File: src/rtl/fifo_rd_ctrl_if.sv
// Read-side port bundle of the async FIFO: request/address/status towards the consumer.
// FIFO_RD_LEVEL_EN adds the registered fill level rlevel.
interface fifo_rd_ctrl_if #(
  parameter int ADDR_W = 3
);
  logic              rinc;
  logic [ADDR_W:0]   wgray_ptr;
  logic [ADDR_W-1:0] raddr;
  logic              rd_en;
  logic [ADDR_W:0]   rgray_ptr;
  logic              rempty;
  logic              ralmost_empty;
  logic              rvalid;
  logic              runderflow;
`ifdef FIFO_RD_LEVEL_EN
  logic [ADDR_W:0]   rlevel;
`endif

  modport slave (
    input  rinc, wgray_ptr,
    output raddr, rd_en, rgray_ptr, rempty, ralmost_empty, rvalid, runderflow
`ifdef FIFO_RD_LEVEL_EN
    , output rlevel
`endif
  );

  modport master (
    output rinc, wgray_ptr,
    input  raddr, rd_en, rgray_ptr, rempty, ralmost_empty, rvalid, runderflow
`ifdef FIFO_RD_LEVEL_EN
    , input rlevel
`endif
  );
endinterface

File: src/rtl/fifo_rd_ctrl.sv
// Read-domain controller of the async FIFO: write-pointer synchroniser, read pointer,
// registered empty/almost-empty/valid/underflow. FIFO_RD_LEVEL_EN adds the rlevel output.
module fifo_rd_ctrl #(
  parameter int ADDR_W      = 3,
  parameter int SYNC_STAGES = 2,
  parameter int AE_THRESH   = 1
) (
  input logic           rclk,
  input logic           rrst_n,
  fifo_rd_ctrl_if.slave rd
);
  localparam logic [ADDR_W:0] AE_LIM = AE_THRESH[ADDR_W:0];

  logic [ADDR_W:0] sync_q [SYNC_STAGES];
  logic [ADDR_W:0] wq_sync;
  logic [ADDR_W:0] wbin;
  logic [ADDR_W:0] rbin;
  logic [ADDR_W:0] rbin_next;
  logic [ADDR_W:0] rgray_q;
  logic [ADDR_W:0] rgray_next;
  logic [ADDR_W:0] level_next;
  logic            rempty_q;
  logic            ralmost_empty_q;
  logic            rvalid_q;
  logic            runderflow_q;
  logic            rd_en;

  function automatic logic [ADDR_W:0] gray2bin(input logic [ADDR_W:0] g);
    logic [ADDR_W:0] b;
    for (int i = 0; i <= ADDR_W; i++) begin
      b[i] = ^(g >> i);
    end
    return b;
  endfunction

  // Plain flop chain: no logic between stages so each bit resolves metastability cleanly.
  always_ff @(posedge rclk or negedge rrst_n) begin
    if (!rrst_n) begin
      for (int i = 0; i < SYNC_STAGES; i++) begin
        sync_q[i] <= '0;
      end
    end else begin
      sync_q[0] <= rd.wgray_ptr;
      for (int i = 1; i < SYNC_STAGES; i++) begin
        sync_q[i] <= sync_q[i-1];
      end
    end
  end

  assign wq_sync    = sync_q[SYNC_STAGES-1];
  assign wbin       = gray2bin(wq_sync);
  assign rd_en      = rd.rinc & ~rempty_q;
  assign rbin_next  = rbin + {{ADDR_W{1'b0}}, rd_en};
  assign rgray_next = rbin_next ^ (rbin_next >> 1);
  assign level_next = wbin - rbin_next;

  // Flags look at the post-increment pointer so the last-word read empties on the same edge.
  always_ff @(posedge rclk or negedge rrst_n) begin
    if (!rrst_n) begin
      rbin            <= '0;
      rgray_q         <= '0;
      rempty_q        <= 1'b1;
      ralmost_empty_q <= 1'b1;
      rvalid_q        <= 1'b0;
      runderflow_q    <= 1'b0;
    end else begin
      rbin            <= rbin_next;
      rgray_q         <= rgray_next;
      rempty_q        <= (rgray_next == wq_sync);
      ralmost_empty_q <= (level_next <= AE_LIM);
      rvalid_q        <= rd_en;
      runderflow_q    <= rd.rinc & rempty_q;
    end
  end

  assign rd.raddr         = rbin[ADDR_W-1:0];
  assign rd.rd_en         = rd_en;
  assign rd.rgray_ptr     = rgray_q;
  assign rd.rempty        = rempty_q;
  assign rd.ralmost_empty = ralmost_empty_q;
  assign rd.rvalid        = rvalid_q;
  assign rd.runderflow    = runderflow_q;

`ifdef FIFO_RD_LEVEL_EN
  logic [ADDR_W:0] rlevel_q;

  always_ff @(posedge rclk or negedge rrst_n) begin
    if (!rrst_n) begin
      rlevel_q <= '0;
    end else begin
      rlevel_q <= level_next;
    end
  end

  assign rd.rlevel = rlevel_q;
`endif
endmodule

File: src/flat_wrapper.sv
// flat-port wrapper written by rule: the top's interface ports become plain ports
module fifo_rd_ctrl_flat 
#(
  parameter int ADDR_W      = 3,
  parameter int SYNC_STAGES = 2,
  parameter int AE_THRESH   = 1
)
  (rclk, rrst_n, rd_rinc, rd_wgray_ptr, rd_raddr, rd_rd_en, rd_rgray_ptr, rd_rempty, rd_ralmost_empty, rd_rvalid, rd_runderflow);
  fifo_rd_ctrl_if #(.ADDR_W(ADDR_W)) rd_i ();
  input logic rclk;
  input logic rrst_n;
  input wire logic [$bits(rd_i.rinc)-1:0] rd_rinc;
  input wire logic [$bits(rd_i.wgray_ptr)-1:0] rd_wgray_ptr;
  output wire logic [$bits(rd_i.raddr)-1:0] rd_raddr;
  output wire logic [$bits(rd_i.rd_en)-1:0] rd_rd_en;
  output wire logic [$bits(rd_i.rgray_ptr)-1:0] rd_rgray_ptr;
  output wire logic [$bits(rd_i.rempty)-1:0] rd_rempty;
  output wire logic [$bits(rd_i.ralmost_empty)-1:0] rd_ralmost_empty;
  output wire logic [$bits(rd_i.rvalid)-1:0] rd_rvalid;
  output wire logic [$bits(rd_i.runderflow)-1:0] rd_runderflow;
  assign rd_i.rinc = rd_rinc;
  assign rd_i.wgray_ptr = rd_wgray_ptr;
  assign rd_raddr = rd_i.raddr;
  assign rd_rd_en = rd_i.rd_en;
  assign rd_rgray_ptr = rd_i.rgray_ptr;
  assign rd_rempty = rd_i.rempty;
  assign rd_ralmost_empty = rd_i.ralmost_empty;
  assign rd_rvalid = rd_i.rvalid;
  assign rd_runderflow = rd_i.runderflow;
  fifo_rd_ctrl #(.ADDR_W(ADDR_W), .SYNC_STAGES(SYNC_STAGES), .AE_THRESH(AE_THRESH)) u_core (.rclk(rclk), .rrst_n(rrst_n), .rd(rd_i));
endmodule
File: config.mk
export PLATFORM = sky130hd
export DESIGN_NAME = fifo_rd_ctrl_flat
export DESIGN_NICKNAME = d
export VERILOG_FILES = /design/src/rtl/fifo_rd_ctrl_if.sv /design/src/rtl/fifo_rd_ctrl.sv /design/src/flat_wrapper.sv
export SDC_FILE = /design/constraint.sdc
export NUM_CORES = 1
export LEC_CHECK = 0
export BUFFER_PORTS_ARGS = -buffer_cell sky130_fd_sc_hd__buf_2
export CORE_MARGIN = 3
export CORE_UTILIZATION = 35
export DETAILED_ROUTE_END_ITERATION = 10
export GPL_TIMING_DRIVEN = 0
export RECOVER_POWER = 50
export SLEW_MARGIN = 0
export SYNTH_ARGS = -nofsm -noshare
export SYNTH_HDL_FRONTEND = slang
export SYNTH_SLANG_ARGS = --single-unit
File: constraint.sdc
create_clock -name rclk -period 3.1 [get_ports rclk]
set_input_delay 0.155 -clock rclk [delete_from_list [all_inputs] [get_ports rclk]]
set_output_delay 0.155 -clock rclk [all_outputs]
set_load 0.03 [all_outputs]
==> qor.yml <==
tightest_slew_ns: 0.952
grt_pass1_wl_mm: 2.17
synth_edf_count: 0
dieArea_sq_um: 3010
required_ns: 3.30
setup_tns_ns: 0
busiest_layer: "met2"
period_share: 0.846
grt.total_usage: 0.105
ctsLongestPathBuffers: 2
grt_max_degree: 20
syn-num-nets: 73
cts_tree: "yes"
ys_seq_area_frac: 0.571
fp.dieW_um: 54.9
ys.flop_type: "dfrtp_1"
fin_nets: 101
hp-class: "primary input to flip-flop"
final_cell_count_no_fill: 115
crit_start: "u_core.rd.rempty$_DFF_PN1_"
portBuffers: 18
endpoint_kind: "flip-flop"
cts_sinks: 19
synth.distinct_cells: 24
worstPathArrival_ns: 2.82
avgViaCountPerCell: 4.41
routabilityCongestion: 0.717
cp_cell_sequence: "nor2b_1 -> ha_1 -> ha_1 -> inv_1 -> fa_1 -> or2_2 -> a21o_1 -> a311oi_1"
grtUsageMet3: 0.0322
fmax_mhz: 381
peakVddDrop_uv: 548
ios: 19
crit_path_max_incr_delay_ns: 0.55
rrSetupSlack_ns: 0.48
post_cts_resize_count: 0
syn_area_per_cell_sq_um: 14.0
drc_errors: 0
start_util: 0.375
synth_top_area_cell: "dfrtp_1"
synth_common_cells: "17 x dfrtp_1, 7 x xnor2_1, 5 x ha_1"
drv_slew: 0
syn_to_final_growth_pct: 24.1
reg2reg_depth: 8
path_clk_slew_ns: 0.11
timing.rr.start: "u_core.rd.rempty$_DFF_PN1_"
worstPathMaxFanout: 6
antenna_found_initial: 0
synth-seq-cells: 19
grt_util_met2: 0.175
status: "finished clean"
maxSlewHeadroom: 0.365
ant_nets: 0
drive_above_1_share: 0.322
hold-path-cell-count: 2
cts.htree.levels: 1
yosys_warnings: 0
crit_path_start_kind: "flip-flop"
rsz0062_at_grt: "no"
hold_violations: 0
synth.most_common_cell: "dfrtp_1"
grt_overflow: 0
cts-root-buf: "clkbuf_4"
cp_common_cell: "ha_1"
syn_area_sq_um: 837
clk_latency_ns: 0.29
ys_async_sr_fraction: 1.00
setup_violations: 0
finClkSkew_ns: 0.00564
coreArea_sq_um: 2230
grt_pass1_vias: 534
diodes: 0
total_power_mw: 1.10
min_period_ns: 2.62
p_leak_nw: 0.498
grt_util_met1: 0.117
die-height_um: 54.9
r2r-end: "u_core.rd.ralmost_empty$_DFF_PN1_"
dp_hpwl_um: 955
synth_area_leaders: "dfrtp_1 51%, ha_1 7.5%, xnor2_1 7.3%"
routed_wl_mm: 1.27
dr.pass1.iters: 4
placed_cells: 106
cap_violations: 0
cts_buffers: 3
yosysTopAreaCellShare: 0.508
cellPowerDensity_nw_per_um2: 1060
wl_per_cell_um: 11.0
cp-endpoint: "u_core.rd.ralmost_empty$_DFF_PN1_"
slowest_stage: "dfstp_2"
num_vias: 507
drtIter0Drc: 1
synth_cells: 60
worstSetupPathType: "flip-flop to flip-flop"
floorplan.rows: 17
-- what timing repair did --
| item | CTS | global route |
|---|---|---|
| endpoints found under the hold margin | 21 | 0 |
| buffers inserted | 0 | 0 |
| hold buffers | 5 | 0 |
-- registers in the layout, indices dropped and copies added, names as in the netlist --
register                 count
u_core.wq_sync               4
u_core.sync_q                4
u_core.rd.rvalid             1
u_core.rbin                  4
u_core.rd.runderflow         1
u_core.rd.rgray_ptr          3
u_core.rd.rempty             1
u_core.rd.ralmost_empty      1
-- cell usage in the layout, fill, tap and decap left out, drive strengths merged, types with 2 or more instances in the layout --
master	n
ha	5
dfstp	2
clkbuf	4
xor2	5
xnor2	8
nor2b	2
dfrtp	17
and2	2
dlygate4sd3	5
nand2	3
inv	4
buf	17
-- metal layers --
| layer | vias up | wire length (um) |
|---|---|---|
| li1 | 245 | - |
| met1 | 244 | 542 |
| met3 | 4 | 71 |
| met5 | - | 0 |
| met2 | 14 | 619 |
| met4 | 0 | 31 |
-- where the power goes --
part	switching (mW)	internal [mW]
Sequential	0.0427	0.319
Clock	0.0724	0.0479
Combinational	0.357	0.260
Total	0.472	0.626
-- critical path: cells and delay by family (launching register included) --
| kind | cells | cell delay [ns] |
|---|---|---|
| AOI/OAI and AO/OA | 2 | 0.43 |
| DFF | 1 | 0.55 |
| adders and majority gates | 3 | 1.07 |
| buffers and inverters | 1 | 0.12 |
| and+or+nand+nor | 2 | 0.36 |
-- worst min path at each step --
stage / from / slack [ns] / to
6_report: rd_rinc / 0.08 / u_core.rd.runderflow$_DFF_PN0_
5_1_grt: rd_rinc / 0.09 / u_core.rd.runderflow$_DFF_PN0_
4_1_cts: rd_rinc / 0.07 / u_core.rd.runderflow$_DFF_PN0_
3_5_place_dp: rrst_n / 0.12 / u_core.sync_q[4]$_DFF_PN0_
3_3_place_gp: rrst_n / 0.11 / u_core.sync_q[4]$_DFF_PN0_
2_1_floorplan: rrst_n / -0.14 / u_core.rbin[0]$_DFF_PN0_
-- area by class of cell --
cell class / instances / area (sq um)
Tap cell: 28 / 35.0
Clock buffer: 3 / 22.5
Timing Repair Buffer: 23 / 139
Clock inverter: 1 / 5.00
Sequential cell: 19 / 478
Multi-Input combinational cell: 37 / 344
Fill cell: 205 / 1190
Inverter: 4 / 15.0
-- metrics by stage --
step	instance area, sq um	setup slack, ns	utilization	hold slack, ns
floorplan	837	0.338	-	-0.141
global placement	962	0.501	0.431	0.110
detailed placement	962	0.482	0.431	0.119
CTS	1040	0.445	0.466	0.0669
global route	1040	0.252	0.465	0.0897
finish	1040	0.477	0.465	0.0752
-- logic make-up (layout without fill, tap and decap cells) --
group,Yosys count,in the layout,synth area share
flip-flops,19,19,0.571
multiplexers,1,1,0.0120
XOR/XNOR,14,14,0.181
buffers and inverters,4,31,0.0179
adder cells (fa/ha/maj),6,6,0.0987
AO/OA/AOI/OAI,5,5,0.0434
AND/OR/NAND/NOR,11,11,0.0762
(Power assumes the default switching activity.)
